**src/rtl/dsc_pkg.sv**
```systemverilog
// dsc_pkg: shared DSC types for chroma layout and resampler configuration
package dsc_pkg;
    localparam int DSC_BPC_MAX = 12;
    localparam int DSC_DIM_BITS = 13;
    typedef enum logic [1:0] {
        CHROMA_444 = 2'd0,
        CHROMA_422 = 2'd1,
        CHROMA_420 = 2'd2
    } dsc_chroma_e;
    typedef struct packed {
        dsc_chroma_e chroma;
        logic alpha;
        logic [DSC_DIM_BITS-1:0] width;
        logic [DSC_DIM_BITS-1:0] height;
    } dsc_rs_cfg_s;
endpackage

```
**src/rtl/dsc_rs_out_reg.sv**
```systemverilog
// dsc_rs_out_reg: single valid/ready output stage holding one beat and its frame flags
module dsc_rs_out_reg #(
    parameter int BPC = 12
) (
    input  logic           clk,
    input  logic           rst,
    input  logic           ld,
    output logic           ready,
    input  logic [BPC-1:0] y,
    input  logic [BPC-1:0] cb,
    input  logic [BPC-1:0] cr,
    input  logic [BPC-1:0] a,
    input  logic           c_valid,
    input  logic           sof,
    input  logic           eol,
    input  logic           eof,
    input  logic           m_ready,
    output logic           m_valid,
    output logic [BPC-1:0] m_y,
    output logic [BPC-1:0] m_cb,
    output logic [BPC-1:0] m_cr,
    output logic [BPC-1:0] m_a,
    output logic           m_c_valid,
    output logic           m_sof,
    output logic           m_eol,
    output logic           m_eof
);
    assign ready = !m_valid || m_ready;

    always_ff @(posedge clk) begin
        if (rst) begin
            m_valid <= 1'b0;
            {m_y, m_cb, m_cr, m_a} <= '0;
            {m_c_valid, m_sof, m_eol, m_eof} <= '0;
        end else if (ld) begin
            m_valid <= 1'b1;
            {m_y, m_cb, m_cr, m_a} <= {y, cb, cr, a};
            {m_c_valid, m_sof, m_eol, m_eof} <= {c_valid, sof, eol, eof};
        end else if (m_ready) begin
            m_valid <= 1'b0;
        end
    end
endmodule

```
**src/rtl/dsc_chroma_resampler.sv**
```systemverilog
// dsc_chroma_resampler: streaming 4:4:4 to 4:4:4/4:2:2/4:2:0 chroma resampler with alpha pass-through
module dsc_chroma_resampler
    import dsc_pkg::*;
#(
    parameter int BPC = 12,
    parameter int NUM_COMP = 4,
    parameter int W_BITS = 13
) (
    input  logic                    clk,
    input  logic                    rst,
    input  logic                    start,
    input  logic [1:0]              cfg_chroma,
    input  logic                    cfg_alpha,
    input  logic [W_BITS-1:0]       cfg_width,
    input  logic [W_BITS-1:0]       cfg_height,
    input  logic                    s_valid,
    output logic                    s_ready,
    input  logic [NUM_COMP*BPC-1:0] s_data,
    output logic                    m_valid,
    input  logic                    m_ready,
    output logic [BPC-1:0]          m_y,
    output logic [BPC-1:0]          m_cb,
    output logic [BPC-1:0]          m_cr,
    output logic                    m_c_valid,
    output logic [BPC-1:0]          m_a,
    output logic                    m_sof,
    output logic                    m_eol,
    output logic                    m_eof,
    output logic                    busy,
    output logic                    cfg_err
);
    localparam logic [0:0] IDLE = 1'b0;
    localparam logic [0:0] ACTIVE = 1'b1;

    logic [0:0] state;
    dsc_rs_cfg_s cfg;
    logic [W_BITS-1:0] x, y, w_m1, h_m1;
    logic [BPC-1:0] hold_cb, hold_cr, c_y, c_cb, c_cr, c_a, o_cb, o_cr;
    logic [BPC:0] sum_cb, sum_cr;
    logic o_ready, acc, bad, last_x, last_y, sub, drop, c_valid;

    assign c_y = s_data[0 +: BPC];
    assign c_cb = s_data[BPC +: BPC];
    assign c_cr = s_data[2*BPC +: BPC];
    if (NUM_COMP == 4) begin : g_alpha
        assign c_a = cfg.alpha ? s_data[3*BPC +: BPC] : '0;
    end else begin : g_no_alpha
        assign c_a = '0;
    end

    assign busy = state == ACTIVE;
    assign s_ready = busy && o_ready;
    assign acc = s_valid && s_ready;
    assign bad = cfg_width == '0 || cfg_height == '0 || cfg_chroma == 2'd3;
    assign w_m1 = W_BITS'(cfg.width) - W_BITS'(1);
    assign h_m1 = W_BITS'(cfg.height) - W_BITS'(1);
    assign last_x = x == w_m1;
    assign last_y = y == h_m1;
    assign sub = cfg.chroma != CHROMA_444;
    assign drop = cfg.chroma == CHROMA_420 && y[0];
    // Even-x beats carry chroma only as the tail of an odd-width line
    assign c_valid = !sub ? 1'b1 : drop ? 1'b0 : x[0] ? 1'b1 : last_x;
    assign sum_cb = {1'b0, hold_cb} + {1'b0, c_cb} + (BPC+1)'(1);
    assign sum_cr = {1'b0, hold_cr} + {1'b0, c_cr} + (BPC+1)'(1);
    assign o_cb = (sub && x[0]) ? sum_cb[BPC:1] : c_cb;
    assign o_cr = (sub && x[0]) ? sum_cr[BPC:1] : c_cr;

    always_ff @(posedge clk) begin
        if (rst) begin
            state <= IDLE;
            cfg <= '0;
            {x, y} <= '0;
            {hold_cb, hold_cr} <= '0;
            cfg_err <= 1'b0;
        end else begin
            cfg_err <= state == IDLE && start && bad;
            if (state == IDLE && start && !bad) begin
                state <= ACTIVE;
                cfg <= '{chroma: dsc_chroma_e'(cfg_chroma), alpha: cfg_alpha,
                         width: DSC_DIM_BITS'(cfg_width), height: DSC_DIM_BITS'(cfg_height)};
                {x, y} <= '0;
                {hold_cb, hold_cr} <= '0;
            end else if (acc) begin
                x <= last_x ? '0 : x + W_BITS'(1);
                y <= !last_x ? y : last_y ? '0 : y + W_BITS'(1);
                if (last_x && last_y) state <= IDLE;
                if (!x[0]) {hold_cb, hold_cr} <= {c_cb, c_cr};
            end
        end
    end

    dsc_rs_out_reg #(.BPC(BPC)) u_out (
        .clk(clk), .rst(rst), .ld(acc), .ready(o_ready),
        .y(c_y), .cb(o_cb), .cr(o_cr), .a(c_a), .c_valid(c_valid),
        .sof(x == '0 && y == '0), .eol(last_x), .eof(last_x && last_y),
        .m_ready(m_ready), .m_valid(m_valid),
        .m_y(m_y), .m_cb(m_cb), .m_cr(m_cr), .m_a(m_a), .m_c_valid(m_c_valid),
        .m_sof(m_sof), .m_eol(m_eol), .m_eof(m_eof)
    );
endmodule
```
**config.mk**
```make
export PLATFORM = sky130hd
export DESIGN_NAME = dsc_chroma_resampler
export DESIGN_NICKNAME = d
export VERILOG_FILES = /design/src/rtl/dsc_pkg.sv /design/src/rtl/dsc_rs_out_reg.sv /design/src/rtl/dsc_chroma_resampler.sv
export SDC_FILE = /design/constraint.sdc
export NUM_CORES = 1
export LEC_CHECK = 0
export CAP_MARGIN = 25
export CORE_ASPECT_RATIO = 2
export CORE_MARGIN = 2
export CORE_UTILIZATION = 48
export CTS_CLUSTER_SIZE = 28
export DETAILED_ROUTE_END_ITERATION = 16
export GPL_ROUTABILITY_DRIVEN = 1
export PLACE_DENSITY = 0.78
export SLEW_MARGIN = 20
export SYNTH_ARGS = -nofsm -noshare
export SYNTH_HDL_FRONTEND = slang
export SYNTH_SLANG_ARGS = --single-unit
```
**constraint.sdc**
```tcl
create_clock -name clk -period 2.7 [get_ports clk]
set_clock_uncertainty 0.05 [all_clocks]
set_input_delay 0.27 -clock clk [delete_from_list [all_inputs] [get_ports clk]]
set_output_delay 0.27 -clock clk [all_outputs]
set_load 0.02 [all_outputs]
```
# Word level (Yosys, flattened, before mapping)
# Cells that the tools add are included.
# op_classes
addsub,8
reduce_logical,26
mux,13
n_eq_ne,4
bitwise,2
# ops
op,count
"13-bit by 1-bit adder with 13-bit output, second input constant",4
13-bit logical NOT,4
12-bit 2-to-1 mux,3
12-bit by 12-bit adder with 13-bit output,2
13-bit equality test,2
13-bit 2-to-1 mux,2
"13-bit by 1-bit subtractor with 13-bit output, second input constant",2
1-bit logical AND,9
1-bit 2-to-1 mux,8
2-bit nonzero test,4
2-bit AND reduction,3
"2-bit equality test, second input constant",2
1-bit logical OR,3
1-bit logical NOT,2
1-bit inverter,2
2-bit OR reduction,1
# totals
word_cells,72
input_bits,82
out_inout_bits,56
regBits,134

# Depth between registers and ports, before layout
# depth
word_depth,7
ltp_mapped,11
mapped_depth_nobuf,9

# Hierarchy
# A second synthesis with hierarchy kept.
# unflattened
cells_unflattened,887
area_unflattened_um2,7417.1
# modules_own_cells
module,seq_area_each_um2,cells_per_inst,instances,area_each_um2
dsc_chroma_resampler,1621.6,715,1,5514.0
dsc_rs_out_reg,1061.0,172,1,1903.1

# Worst setup path before layout
# No wires, ideal clock.
# synth_timing
path_type,flip-flop to flip-flop
start,register cfg[13] in the netlist's numbering
end,register y[11]
synth_period_minus_slack_ns,2.949
setup_time_ns,0.070
arrival_ns,2.829
n_path_buf,2
slack_ns,-0.249
required_ns,2.580
path_stages_with_launch,12
cell_sequence,dfxtp_1 > clkbuf_1 > inv_1 > ha_1 > nor2b_1 > or3_1 > a31o_2 > nor4_4 > nand3_2 > buf_2 > or4_1 > a21oi_1
# synth_between
elab_chain_len,3
# synth_lines
item,line,text
start: declaration,dsc_chroma_resampler.sv:36,dsc_rs_cfg_s cfg;
start signal: assignment,dsc_chroma_resampler.sv:79,"cfg <= '{chroma: dsc_chroma_e'(cfg_chroma), alpha: cfg_alpha,"
13-bit by 1-bit subtractor with 13-bit output,dsc_chroma_resampler.sv:55,assign w_m1 = W_BITS'(cfg.width) - W_BITS'(1);
13-bit equality test,dsc_chroma_resampler.sv:57,assign last_x = x == w_m1;
2-bit AND reduction (no line),n/a,
end signal: assignment,dsc_chroma_resampler.sv:85,y <= !last_x ? y : last_y ? '0 : y + W_BITS'(1);
end: declaration,dsc_chroma_resampler.sv:37,"logic [W_BITS-1:0] x, y, w_m1, h_m1;"
# No other way between the ends.
# A chain may end at the register's enable or synchronous reset.

# Worst setup path in the final report
# layout_timing
start,register cfg[15] in the netlist's numbering
end,register u_out.m_c_valid
# layout_between
elab_chain_len,5
# layout_lines
item,line,text
13-bit by 1-bit subtractor with 13-bit output,dsc_chroma_resampler.sv:55,
13-bit equality test,dsc_chroma_resampler.sv:57,
1-bit 2-to-1 mux (3 in series),dsc_chroma_resampler.sv:62,assign c_valid = !sub ? 1'b1 : drop ? 1'b0 : x[0] ? 1'b1 : last_x;
end signal: assignment,dsc_rs_out_reg.sv:38,"{m_c_valid, m_sof, m_eol, m_eof} <= {c_valid, sof, eol, eof};"
end: declaration,dsc_rs_out_reg.sv:23,"output logic m_c_valid,"
# No other way between the ends.

==> reports/metrics.cfg <==
[power_and_ir_drop]
swShare_pct=28.0
p_int_mw=3.72
seqPwrFrac_pct=40.9
peakVddDrop_uv=452
powerDensity_mw_per_mm2=527
pwr-share-clk_pct=39.7
power.net_switching_mw=1.44
p_comb_share_pct=19.3
p_leak_nw=3.79
power_mw=5.16

[place]
port_buffers=137
dp.cells=1226
placed_area_mm2=0.00907
dp_hpwl_um=15500
post-place-ws_ps=-96.5
routabilityCongestion=0.904

[setup_path]
rr_startpoint=cfg[15]
cp_slowest_cell=or4_4
critPathLaunchType=register
cpPeakStageDelay_ps=610
r2r-end=u_out.m_c_valid
path_cells=or4_4 > or4_4 > a21o_1 > a31o_2 > nand4_1 > buf_6 > buf_6 > buf_6 > nor3b_4 > nor3_1
path_max_fanout=7
crit_type=register to register
r2r_cells=10
arrival_ps=3020
rrSetupSlack_ps=-60
crit_required_ps=2960
cp_common_cell=buf_6
end_kind=register

[run]
drv_cap=0

[die]
core_area_mm2=0.0147
die_x_um=90.4
dieHeight_um=177
rows=63
start_util_pct=48.6
io_pins=138
dieArea_mm2=0.0160

[min_path]
hold_end=cfg[17]
hold_depth=2
hp-class=primary input to register
min-delay-start=rst

[global_route]
track_usage_pct=27.4
first_global_vias=7377
grt-ovfl-total=0
grt_pass1_wl_um=35100
antenna_found_initial=0
grt_max_degree=55

[clocking]
cts_buffers=17
root_buffer=clkbuf_16
clkLatencyLatePin_ps=430
clock_sink_count=134
clkSlewWorstSetupHoldPaths_ps=60
cts_buffer_depth=2
cts_tree=built
cts_max_level=4

[yosys]
yosys_warnings=0
avgSynthCellArea_um2=8.08
syn_nets=999
async_flop_share_pct=0
synthFlopType=dfxtp_1
ys_ff_latch=134
syn_inst=887
ys_types=59
synth_area_mm2=0.00717
synth_edf_count=0
yosysSeqAreaShare_pct=37.4

[sta]
hold_viol_final=0
final.setup.tns_ps=-200
fin_crit_ps=2760
rsz0062_at_grt=yes
slew_headroom_pct=60.6
fin_ws_ps=-57.5
slew_violations=0
setup_viol=10
tightest_slew_ps=591
fin_crit_sh_pct=102
fmax_mhz=363

[finish]
drive_gt1_share_pct=13.0
finalInstanceArea_mm2=0.00979
final_cells=1268
num_antenna_cells=0
syn_to_final_growth_pct=36.5
nNetsFinal=1173

[routing]
vias=7291
antenna_left=0
vias_per_cell=5.75
wire_per_inst_um=17.3
first_pass_iters=4
routed_wl_um=22000
route.detailed.drc=0
drtIter0Drc=308

[run_status]
status=complete, but fails checks
violations=negative setup slack

==> synth_stat cells, types with 10 or more instances <==
master | count | area share (%)
o21ai_0 | 19 | 1.3
o211ai_1 | 10 | 1.0
nand3_1 | 30 | 2.1
a21oi_1 | 79 | 5.5
a311oi_1 | 12 | 1.5
nand2_1 | 136 | 7.1
nor4_1 | 18 | 1.6
nor2_1 | 96 | 5.0
xor2_1 | 21 | 2.6
or4_1 | 11 | 1.2
mux2i_1 | 30 | 4.2
nand4_1 | 13 | 1.1
clkbuf_1 | 42 | 2.2
inv_1 | 18 | 0.94
xnor2_1 | 31 | 3.8
dfxtp_1 | 134 | 37
ha_1 | 28 | 4.9
o31ai_1 | 14 | 1.5
nor3_1 | 21 | 1.5
==> metal layers <==
metal,part of all wire [%],global-route usage (%),up-vias
met5,0,0,-
li1,-,-,3509
met1,36,27.4,3481
met4,4.5,16.6,0
met3,4.4,5.11,67
met2,55,51.7,234
==> kinds of logic after synthesis <==
| group | count (synthesis) | synth area share, % |
|---|---|---|
| multiplexers | 30 | 4.19 |
| XOR/XNOR | 52 | 6.35 |
| flip-flops | 134 | 37.4 |
| AND/OR/NAND/NOR | 381 | 25.6 |
| AO/OA/AOI/OAI | 187 | 16.8 |
| adder cells (fa/ha/maj) | 30 | 5.45 |
| buffers and inverters | 73 | 4.10 |
==> through the flow <==
step                hold slack, ps  utilization [%]
floorplan                      356                -
global placement               388             61.5
detailed placement             392             61.5
CTS                            286             65.2
global route                   302             66.4
finish                         298             66.4
==> registers in the layout, summed over array words and instances (netlist names) <==
name	count
u_out.m_sof	1
x	13
hold_cr	12
u_out.m_valid	1
hold_cb	12
u_out.m_y	12
u_out.m_cr	12
cfg_err	1
u_out.m_eof	1
u_out.m_eol	1
busy	1
u_out.m_c_valid	1
cfg	29
u_out.m_a	12
y	13
u_out.m_cb	12
==> worst max path at each step <==
stage / startpoint / to / slack [ps]
floorplan: cfg[15] / y[11] / 6
global placement: x[12] / y[11] / -40
detailed placement: s_data[24] / u_out.m_cr[9] / -100
CTS: cfg[19] / y[12] / -10
global route: cfg[15] / y[4] / -120
finish: cfg[15] / u_out.m_c_valid / -60
==> power groups by stage <==
stage	sequential, mW	clock (mW)	combinational (mW)
2_1_floorplan	2.18	0	0.498
3_3_place_gp	2.15	0	0.918
3_5_place_dp	2.15	0	0.930
4_1_cts	2.11	2.08	0.948
5_1_grt	2.12	2.15	1.08
6_report	2.11	2.05	0.998
==> layout make-up <==
class	instances	area [um^2]
fillers	1274	4950
multi-input cells	681	4310
flip-flops and latches	134	2690
repair buffers	209	1970
clock buffers	21	450
well taps	195	244
inverters	18	67.6
clock inverters	10	58.8
==> layout by cell type, fill, tap and decap left out, drive strengths merged, types with 12 or more instances in the layout <==
cell type | Yosys | final
xnor2 | 31 | 31
nand3 | 31 | 32
clkdlybuf4s50 | 0 | 136
a311oi | 12 | 12
mux2i | 30 | 30
nand4 | 13 | 13
o31ai | 15 | 15
nand2 | 136 | 136
nor3 | 21 | 21
dfxtp | 134 | 134
nor4 | 20 | 20
ha | 28 | 28
buf | 13 | 73
o21ai | 22 | 22
clkbuf | 42 | 21
inv | 18 | 18
or4 | 13 | 13
a21oi | 79 | 79
nor2 | 96 | 96
xor2 | 21 | 21
==> what timing repair did <==
item | 4_1_cts | 5_1_grt
buffers inserted | 2 | 7
gates resized for setup | 4 | 27
hold buffers | 0 | 0
hold endpoints to repair | 0 | 0
gates cloned | 0 | 2
pin swaps | 3 | 7
setup endpoints to repair | 8 | 29
==> critical path, delay by kind of cell, from the launching register on <==
| family | cells | cell delay (ps) |
|---|---|---|
| simple gates | 5 | 1460 |
| flops | 1 | 340 |
| compound gates | 2 | 490 |
| buf+inv | 3 | 320 |
No activity file was read; power rests on OpenSTA's default activity.
